===== config.mk =====
export PLATFORM = sky130hd
export DESIGN_NAME = ft_tx_scheduler
export DESIGN_NICKNAME = d
export VERILOG_FILES = /design/src/rtl/ft_pkt_pkg.sv /design/src/rtl/ft_skid_buf.sv /design/src/rtl/ft_tx_scheduler.sv
export SDC_FILE = /design/constraint.sdc
export NUM_CORES = 1
export LEC_CHECK = 0
export CAP_MARGIN = 15
export CORE_AREA = 4 4 104 131
export DETAILED_ROUTE_END_ITERATION = 10
export DIE_AREA = 0 0 108 135
export DONT_BUFFER_PORTS = 1
export GPL_TIMING_DRIVEN = 1
export PLACE_DENSITY_LB_ADDON = 0.15
export SLEW_MARGIN = 5
export SYNTH_ARGS = -nofsm -noshare
export SYNTH_HDL_FRONTEND = slang
export SYNTH_SLANG_ARGS = --single-unit

===== constraint.sdc =====
create_clock -name clk -period 3.6 [get_ports clk]
set_clock_uncertainty 0.15 [all_clocks]
set_input_delay 0.36 -clock clk [delete_from_list [all_inputs] [get_ports clk]]
set_output_delay 0.36 -clock clk [all_outputs]
set_load 0.02 [all_outputs]

===== src/rtl/ft_pkt_pkg.sv =====
// Shared definitions for the FT600 write-stream packet framing.
// Holds the header layout, source codes and scheduler state encoding.
package ft_pkt_pkg;

    localparam logic [3:0] SYNC_NIBBLE = 4'hA;

    localparam int HDR_SYNC_LSB = 28;
    localparam int HDR_SRC_LSB  = 24;
    localparam int HDR_LEN_LSB  = 16;
    localparam int HDR_SEQ_LSB  = 0;

    typedef enum logic [1:0] {
        SRC_NONE = 2'd0,
        SRC_IQ   = 2'd1,
        SRC_CPU  = 2'd2
    } src_e;

    typedef enum logic [1:0] {
        ST_IDLE    = 2'd0,
        ST_HDR     = 2'd1,
        ST_PAYLOAD = 2'd2
    } state_e;

    function automatic logic [31:0] make_header(input src_e src, input logic [7:0] len,
                                                input logic [15:0] seq);
        logic [31:0] hdr;
        hdr = 32'h0000_0000;
        hdr[HDR_SYNC_LSB +: 4] = SYNC_NIBBLE;
        hdr[HDR_SRC_LSB +: 4]  = {2'b00, src};
        hdr[HDR_LEN_LSB +: 8]  = len;
        hdr[HDR_SEQ_LSB +: 16] = seq;
        return hdr;
    endfunction

endpackage


===== src/rtl/ft_skid_buf.sv =====
// Two-entry valid/ready output buffer; free_cnt already credits a pop happening
// this cycle so the producer can keep one word per cycle flowing.
module ft_skid_buf
    import ft_pkt_pkg::*;
#(
    parameter int WIDTH = 32
) (
    input  logic             clk,
    input  logic             reset_n,
    input  logic             push,
    input  logic [WIDTH-1:0] push_data,
    input  logic             pop_ready,
    output logic [WIDTH-1:0] head_data,
    output logic             head_valid,
    output logic [1:0]       free_cnt
);

    logic [WIDTH-1:0] head_r;
    logic [WIDTH-1:0] tail_r;
    logic [1:0]       count_r;
    logic             pop_s;

    assign pop_s      = (count_r != 2'd0) && pop_ready;
    assign head_valid = (count_r != 2'd0);
    assign head_data  = head_r;
    assign free_cnt   = 2'd2 - count_r + {1'b0, pop_s};

    // Buffer storage and occupancy update
    always_ff @(posedge clk) begin
        if (!reset_n) begin
            head_r  <= {WIDTH{1'b0}};
            tail_r  <= {WIDTH{1'b0}};
            count_r <= 2'd0;
        end else begin
            case ({push, pop_s})
                2'b10: begin
                    if (count_r == 2'd0) begin
                        head_r  <= push_data;
                        count_r <= 2'd1;
                    end else if (count_r == 2'd1) begin
                        tail_r  <= push_data;
                        count_r <= 2'd2;
                    end else begin
                        count_r <= count_r;
                    end
                end
                2'b01: begin
                    head_r  <= tail_r;
                    count_r <= count_r - 2'd1;
                end
                2'b11: begin
                    if (count_r == 2'd1) begin
                        head_r <= push_data;
                    end else begin
                        head_r <= tail_r;
                        tail_r <= push_data;
                    end
                end
                default: begin
                    count_r <= count_r;
                end
            endcase
        end
    end

endmodule


===== src/rtl/ft_tx_scheduler.sv =====
// Round-robin packet scheduler merging the IQ sample FIFO and the CPU reply FIFO
// into framed packets (header + payload) toward the FT600 write path.
module ft_tx_scheduler
    import ft_pkt_pkg::*;
#(
    parameter int          FT_DATA_WIDTH    = 32,
    parameter int          IQ_PAIR_WIDTH    = 24,
    parameter int          QSTART_BIT_INDEX = 16,
    parameter int          PKT_WORDS        = 32,
    parameter int          CPU_BURST        = 8,
    parameter int          LVL_W            = 8,
    parameter logic [15:0] SEQ_RESET_VAL    = 16'h0000
) (
    input  logic                     clk,
    input  logic                     reset_n,
    input  logic                     enable_i,
    input  logic [IQ_PAIR_WIDTH-1:0] iq_data_i,
    input  logic                     iq_enough_i,
    output logic                     iq_re_o,
    input  logic [FT_DATA_WIDTH-1:0] cpu_data_i,
    input  logic [LVL_W-1:0]         cpu_level_i,
    output logic                     cpu_re_o,
    output logic [FT_DATA_WIDTH-1:0] data_o,
    output logic                     valid_o,
    input  logic                     ready_i,
    output logic                     busy_o,
    output logic [1:0]               src_o,
    output logic [15:0]              seq_o
);

    localparam logic [7:0] PKT_LEN = 8'(PKT_WORDS);

    state_e      state_r, state_s;
    src_e        src_r, src_s;
    logic        last_cpu_r, last_cpu_s;
    logic [7:0]  words_left_r, words_left_s;
    logic [15:0] seq_r, seq_s;
    logic        inflight_r;
    logic        re_s, hdr_push_s, buf_push_s;
    logic        req_iq_s, req_cpu_s;
    logic [7:0]  cpu_len_s;
    logic [1:0]  free_s;
    logic [FT_DATA_WIDTH-1:0] iq_word_s, push_data_s;

    // Request qualification, CPU burst clamp and IQ payload packing
    always_comb begin
        req_iq_s  = enable_i && iq_enough_i;
        req_cpu_s = enable_i && (cpu_level_i != {LVL_W{1'b0}});
        if (cpu_level_i > LVL_W'(CPU_BURST)) begin
            cpu_len_s = 8'(CPU_BURST);
        end else begin
            cpu_len_s = 8'(cpu_level_i);
        end
        iq_word_s = {FT_DATA_WIDTH{1'b0}};
        iq_word_s[11:0] = iq_data_i[11:0];
        iq_word_s[QSTART_BIT_INDEX +: 12] = iq_data_i[23:12];
    end

    // Next-state, grant and read-enable logic
    always_comb begin
        state_s      = state_r;
        src_s        = src_r;
        last_cpu_s   = last_cpu_r;
        words_left_s = words_left_r;
        seq_s        = seq_r;
        hdr_push_s   = 1'b0;
        re_s         = 1'b0;
        case (state_r)
            ST_IDLE: begin
                if (req_iq_s && (!req_cpu_s || last_cpu_r)) begin
                    src_s        = SRC_IQ;
                    words_left_s = PKT_LEN;
                    state_s      = ST_HDR;
                end else if (req_cpu_s) begin
                    src_s        = SRC_CPU;
                    words_left_s = cpu_len_s;
                    state_s      = ST_HDR;
                end else begin
                    state_s = ST_IDLE;
                end
            end
            ST_HDR: begin
                // The first read may launch alongside the header if both fit.
                if (free_s != 2'd0) begin
                    hdr_push_s = 1'b1;
                    seq_s      = seq_r + 16'd1;
                    re_s       = (words_left_r != 8'd0) && (free_s > 2'd1);
                    state_s    = ST_PAYLOAD;
                end else begin
                    state_s = ST_HDR;
                end
                if (re_s) begin
                    words_left_s = words_left_r - 8'd1;
                end else begin
                    words_left_s = words_left_r;
                end
            end
            ST_PAYLOAD: begin
                re_s = (words_left_r != 8'd0) && (free_s > {1'b0, inflight_r});
                if (re_s) begin
                    words_left_s = words_left_r - 8'd1;
                end else begin
                    words_left_s = words_left_r;
                end
                if ((words_left_r == 8'd0) && !inflight_r) begin
                    last_cpu_s = (src_r == SRC_CPU);
                    src_s      = SRC_NONE;
                    state_s    = ST_IDLE;
                end else begin
                    state_s = ST_PAYLOAD;
                end
            end
            default: begin
                src_s   = SRC_NONE;
                state_s = ST_IDLE;
            end
        endcase
    end

    // Buffer write selection: header from HDR, otherwise returning FIFO data
    always_comb begin
        buf_push_s = hdr_push_s || inflight_r;
        if (hdr_push_s) begin
            push_data_s = make_header(src_r, words_left_r, seq_r);
        end else if (src_r == SRC_IQ) begin
            push_data_s = iq_word_s;
        end else begin
            push_data_s = cpu_data_i;
        end
    end

    // Scheduler state registers
    always_ff @(posedge clk) begin
        if (!reset_n) begin
            state_r      <= ST_IDLE;
            src_r        <= SRC_NONE;
            last_cpu_r   <= 1'b1;
            words_left_r <= 8'd0;
            seq_r        <= SEQ_RESET_VAL;
            inflight_r   <= 1'b0;
        end else begin
            state_r      <= state_s;
            src_r        <= src_s;
            last_cpu_r   <= last_cpu_s;
            words_left_r <= words_left_s;
            seq_r        <= seq_s;
            inflight_r   <= re_s;
        end
    end

    assign iq_re_o  = re_s && (src_r == SRC_IQ);
    assign cpu_re_o = re_s && (src_r == SRC_CPU);
    assign busy_o   = (state_r != ST_IDLE);
    assign src_o    = src_r;
    assign seq_o    = seq_r;

    ft_skid_buf #(.WIDTH(FT_DATA_WIDTH)) u_skid_buf (
        .clk        (clk),
        .reset_n    (reset_n),
        .push       (buf_push_s),
        .push_data  (push_data_s),
        .pop_ready  (ready_i),
        .head_data  (data_o),
        .head_valid (valid_o),
        .free_cnt   (free_s)
    );

endmodule


Word-level counts from Yosys, hierarchy flattened. Cells that the tools add are included.

Flip-flop bits (word level): 96. Bits of input ports: 69. Output and inout bits: 54. Logic and storage cells: 97.

Add/sub/neg operators: 5. Magnitude comparators: 3. Equal/unequal tests: 16. Muxes and demuxes: 31. Bitwise gates (word level): 1. Reductions and logical operators: 32.

Operators with widths (count): 2-to-1 mux 32 bit (6); one-hot mux 32 bit (3 select lines) (1); one-hot mux 32 bit (2 select lines) (1); 2-to-1 mux 8 bit (5); one-hot mux 8 bit (3 select lines) (1); adder 16 x 1 -> 16 bit, second input constant (1); nonzero test 8 bit (2); 2-to-1 mux 2 bit (7); one-hot mux 2 bit (3 select lines) (2); inequality test 2 bit, second input constant (5); nonzero test 2 bit (5); logical AND 1 bit (9); equality test 2 x 1 -> 1 bit, second input constant (4); equality test 2 bit, second input constant (4); greater-than comparator 8 x 4 -> 1 bit, second input constant (1); zero test 8 bit (1); AND reduction 2 bit (4); subtractor 8 x 1 -> 8 bit, second input constant (1); 2-to-1 mux 1 bit (6); AND reduction 3 bit (2); nonzero test 3 bit (2); zero test 2 bit (2); one-hot mux 2 bit (2 select lines) (1); AND reduction 4 bit (1); 12 further kinds (14).

Longest topological paths before layout.
Depth after elaboration: 10. Gate-level depth with buffers: 20. Gate-level depth less buffers: 14.

Cells and area by module. From an unflattened synthesis, not the netlist that was laid out.

Cells, all modules: 700. Area, all modules: 5253.8 um^2.

Modules (own cells, without submodules): ft_skid_buf (times used 1, cells an instance 367, area each 3046.7 um^2, seq. area each 1321.3 um^2); ft_tx_scheduler (times used 1, cells an instance 333, area each 2207.1 um^2, seq. area each 600.6 um^2).

Least setup slack after synthesis. No wires, ideal clock.

Kind: reg-to-reg. Start: register u_skid_buf.count_r[1]. End: register u_skid_buf.tail_r[19]. Setup time: 0.059 ns. Data arrival time: 3.809 ns. Required time: 3.391 ns. Setup slack: -0.418 ns. Cell stages (with the launch flop): 21. Path buffers: 6. Period minus slack after synthesis: 4.018 ns. Cells stage by stage: dfxtp_1 inv_1 ha_1 inv_1 nand2_1 buf_2 buf_1 ha_1 xnor2_4 o21ai_2 buf_6 buf_6 nand2b_1 ha_1 nand3b_1 and2_1 o22ai_1 buf_2 buf_4 mux2i_1 and2_1.

Word-level cells in the longest chain between the ends: 10. Elaborated cells between the ends (all ways): 21. Those cells by class: 2 x add/sub; 5 x eq/ne; 7 x mux; 7 x reduce/logical.

Ends and longest elaborated chain: from (decl) (RTL line ft_skid_buf.sv:20) `logic [1:0] count_r;`; from (signal assigned) (RTL line ft_skid_buf.sv:44) `count_r <= count_r;`; from (signal assigned) (RTL line ft_skid_buf.sv:49) `count_r <= count_r - 2'd1;`; from (signal assigned) (RTL line ft_skid_buf.sv:60) `count_r <= count_r;`; nonzero test 2 bit (*); named net valid_o (RTL line ft_tx_scheduler.sv:24) `output logic valid_o,`; logical AND 1 bit (*) (RTL line ft_skid_buf.sv:23) `assign pop_s = (count_r != 2'd0) && pop_ready;`; adder 2 x 1 -> 2 bit (RTL line ft_skid_buf.sv:26) `assign free_cnt = 2'd2 - count_r + {1'b0, pop_s};`; nonzero test 2 bit (RTL line ft_tx_scheduler.sv:84) `if (free_s != 2'd0) begin`; 2-to-1 mux 1 bit (RTL line ft_tx_scheduler.sv:84); 2-to-1 mux 1 bit (RTL line ft_tx_scheduler.sv:68) `case (state_r)`; 2-to-1 mux 32 bit or logical OR 1 bit (tied branches) (RTL line ft_tx_scheduler.sv:123, ft_tx_scheduler.sv:122); 2-to-1 mux 32 bit or equality test 2 bit (tied branches) (RTL line ft_skid_buf.sv:40, ft_skid_buf.sv:35); 2-to-1 mux 32 bit, or another cell as far along (RTL line ft_skid_buf.sv:37) `if (count_r == 2'd0) begin`; one-hot mux 32 bit (2 select lines) or AND reduction 3 bit (tied branches); to (signal assigned) (RTL line ft_skid_buf.sv:32) `tail_r <= {WIDTH{1'b0}};`; to (signal assigned) (RTL line ft_skid_buf.sv:41) `tail_r <= push_data;`; to (signal assigned) (RTL line ft_skid_buf.sv:56) `tail_r <= push_data;`; to (decl) (RTL line ft_skid_buf.sv:19) `logic [WIDTH-1:0] tail_r;`.

The timed path passes the listed nets; every way through them passes the cells marked *. The select of a mux whose other input is x is not followed. A chain may end at the register's enable or synchronous reset.

Worst setup path in the final report.
Start: register u_skid_buf.count_r[1]. End: register u_skid_buf.head_r[25], in the netlist u_skid_buf.head_data[25].

Word-level cells in the longest chain between the ends: 10. Elaborated cells between the ends (all ways): 20. Those cells by class: 2 x add/sub; 5 x eq/ne; 6 x mux; 7 x reduce/logical.

Ends and longest elaborated chain: nonzero test 2 bit (*); named net valid_o (RTL line ft_tx_scheduler.sv:24); logical AND 1 bit (*) (RTL line ft_skid_buf.sv:23); adder 2 x 1 -> 2 bit (RTL line ft_skid_buf.sv:26); nonzero test 2 bit (RTL line ft_tx_scheduler.sv:84); 2-to-1 mux 1 bit (RTL line ft_tx_scheduler.sv:84); 2-to-1 mux 1 bit (RTL line ft_tx_scheduler.sv:68); logical OR 1 bit (RTL line ft_tx_scheduler.sv:122) `buf_push_s = hdr_push_s || inflight_r;`; equality test 2 bit or equality test 2 x 1 -> 1 bit (tied branches) (RTL line ft_skid_buf.sv:35) `case ({push, pop_s})`; inequality test 2 x 1 -> 1 bit (no line) or nonzero test 3 bit (tied branches); AND reduction 2 bit (no line); to (signal assigned) (RTL line ft_skid_buf.sv:31) `head_r <= {WIDTH{1'b0}};`; to (signal assigned) (RTL line ft_skid_buf.sv:38) `head_r <= push_data;`; to (signal assigned) (RTL line ft_skid_buf.sv:48) `head_r <= tail_r;`; to (decl) (RTL line ft_skid_buf.sv:18) `logic [WIDTH-1:0] head_r;`.

Marked as above.

==> metrics.yaml <==
outcome: "complete, no violations"
drtPass1Iterations: 4
finalSetupTns_ns: 0
cts_made_buffers: 9
hold_path_depth: 1
synth-edff-count: 0
maxCapViolCount: 0
grt_max_degree: 58
end_kind: "register"
multi_input_area_sq_um: 3270
final_cell_area_sq_um: 6030
clock_latency_ns: 0.35
syn_to_final_growth_pct: 9.52
routed-via-count: 4645
cts_hold_buffers: 8
max_freq_mhz: 298
htree_levels: 3
drv_slew: 0
place.gp.congestion: 0.835
io_buffers: 0
grt_pass1_wl_microns: 24500
cts_resized: 0
hold_viol_final: 0
setup_ws_ns: 0.239
die_h_microns: 135
timing.rr.start: "u_skid_buf.count_r[1]$_SDFFE_PN0P_"
core-area_sq_um: 12500
wl_per_cell_microns: 19.5
min_path_type: "input pin to register"
initial_utilization: 0.441
r2r_end: "u_skid_buf.head_data[25]$_SDFFE_PN0P_"
rrSetupSlack_ns: 0.24
ff2ff_path_depth: 15
yosysTopAreaCell: "dfxtp_1"
setup_violations: 0
fin_nets: 713
cts.clk_slew.worst_paths_ns: 0.07
hold-path-endpoint: "u_skid_buf.head_data[30]$_SDFFE_PN0P_"
rsz0062_at_grt: "no"
ys_types: 70
peakVddDrop_uv: 317
timing.final.crit_share: 0.934
yosysWarningCount: 0
relSlewSlack: 0.345
synth_area_leaders: "dfxtp_1 (35%), mux2i_1 (7.8%), a21oi_1 (5.0%), mux2_2 (4.5%), nand2_1 (3.6%)"
synthCells: 637
drc: 0
crit_type: "register to register"
final-seq-area_sq_um: 1920
fillCellCount: 1242
cts_sinks: 96
worstPathArrival_ns: 3.45
final_cell_mix: "dfxtp_1 (95), a21oi_1 (55), nand2_1 (52)"
leakage_nw: 2.48
grt_pass1_vias: 4623
design.die.area_sq_um: 14600
cp-start-kind: "register"
drt_iter0_drc: 228
antenna_left: 0
synth_nets: 721
worstHoldStart: "reset_n"
cts-root-buf: "clkbuf_16"
powerDensity_nw_per_um2: 775
worstPathMaxFanout: 38
final_common_cell: "dfxtp_1"
worstMarginPinSlew_ns: 0.980
synthArstFlopShare: 0
synthDominantCellAreaShare: 0.349
syn_avg_cell_area_sq_um: 8.64
cts_tree: "done"
postPlaceCellArea_sq_um: 5680
die_x_microns: 108
ios: 123
place_hpwl_microns: 10600
post-cts-setup-buffers: 0
diodes: 0
yosysSeqAreaShare: 0.349
netlist_area_sq_um: 5510
dpl_worst_slack_ns: 0.257
ys_ff_latch: 96
layout-drive-gt1-share: 0.123
antenna_found_initial: 1
clock_path_buffers: 2
required_ns: 3.69
min_period_ns: 3.36
vias_per_cell: 5.80
ys.flop_type: "dfxtp_1"
rows: 46
wl_microns: 15700
grtUsageTotal: 0.215
grt_overflow: 0
-- per-stage QoR --
step                      power (mW)  utilization  hold slack, ns  cells
final                           4.67        0.483          0.0105    801
after global routing            5.01        0.483         0.00295    801
after CTS                       4.71        0.483       0.0000635    801
after detailed placement        3.79        0.454           0.286    778
after global placement          3.73        0.454           0.281    778
after floorplan                 3.30            -           0.282    637
-- cell families (layout without fill, tap and decap cells) --
logic type / after synthesis / after routing / synth area share
mux: 65 / 65 / 0.123
simple gates: 178 / 178 / 0.166
fa+ha+maj: 15 / 15 / 0.0341
compound gates: 191 / 191 / 0.240
xor+xnor: 13 / 13 / 0.0241
flops: 96 / 96 / 0.349
buf+inv: 79 / 75 / 0.0634
-- state kept, by name, summed over array words and instances, names as in the netlist --
register / cells
inflight_r: 1
last_cpu_r: 1
seq_o: 16
src_o: 2
state_r: 2
u_skid_buf.count_r: 2
u_skid_buf.head_data: 32
u_skid_buf.tail_r: 32
words_left_r: 8
-- worst max-delay path by stage --
stage | from | endpoint | slack [ns] | cells past startpoint
detailed placement | u_skid_buf.count_r[1]$_SDFFE_PN0P_ | u_skid_buf.head_data[25]$_SDFFE_PN0P_ | 0.26 | 13
floorplan | u_skid_buf.count_r[1]$_SDFFE_PN0P_ | u_skid_buf.tail_r[19]$_SDFFE_PN0P_ | 0.002 | 20
finish | u_skid_buf.count_r[1]$_SDFFE_PN0P_ | u_skid_buf.head_data[25]$_SDFFE_PN0P_ | 0.24 | 15
global placement | u_skid_buf.count_r[1]$_SDFFE_PN0P_ | u_skid_buf.head_data[25]$_SDFFE_PN0P_ | 0.38 | 15
CTS | u_skid_buf.count_r[1]$_SDFFE_PN0P_ | u_skid_buf.head_data[25]$_SDFFE_PN0P_ | 0.23 | 15
global route | u_skid_buf.count_r[1]$_SDFFE_PN0P_ | u_skid_buf.head_data[25]$_SDFFE_PN0P_ | 0.009 | 13
-- routing by layer --
metal / GRT usage / vias up / part of all wire
li1: - / 2292 / -
met1: 0.265 / 2199 / 0.42
met2: 0.370 / 132 / 0.50
met3: 0.0593 / 20 / 0.062
met4: 0.0568 / 2 / 0.017
met5: 0 / - / 0.00045
-- power by group --
part	switching [mW]	internal, mW	total, mW
Sequential	0.460	1.33	1.79
Combinational	1.17	0.814	1.98
Clock	0.405	0.500	0.905
-- layout make-up --
class | instances | area share
Tap cell | 168 | 0.0349
Timing Repair Buffer | 25 | 0.0365
Clock inverter | 3 | 0.00291
Sequential cell | 96 | 0.319
Multi-Input combinational cell | 462 | 0.542
Inverter | 35 | 0.0222
Clock buffer | 12 | 0.0425
-- Yosys cell counts, types with 7 or more instances --
| cell | instances |
|---|---|
| dfxtp_1 | 96 |
| mux2_2 | 22 |
| nand2b_1 | 7 |
| inv_1 | 34 |
| ha_1 | 15 |
| nor3_1 | 9 |
| o21ai_0 | 28 |
| clkbuf_1 | 25 |
| o211a_1 | 18 |
| o22ai_1 | 20 |
| buf_2 | 12 |
| a211oi_1 | 22 |
| mux2i_1 | 43 |
| or3_1 | 8 |
| nand2_1 | 53 |
| nand3_1 | 8 |
| a21oi_1 | 55 |
| nor2_1 | 31 |
| and3_1 | 8 |
| and2_1 | 24 |
-- worst max-delay path, stage by stage, from the launching register on --
cell and delay (ns):
dfxtp_2 0.40, inv_1 0.09, ha_2 0.25, inv_4 0.12, nand2_2 0.06, ha_2 0.36, inv_1 0.09, o21ai_4 0.15
nand2b_1 0.11, ha_1 0.23, nand2b_1 0.20, nand2b_2 0.23, buf_12 0.24, a21oi_1 0.20, a22oi_1 0.10, o221a_2 0.27
Power figures use the tool's default switching activity.
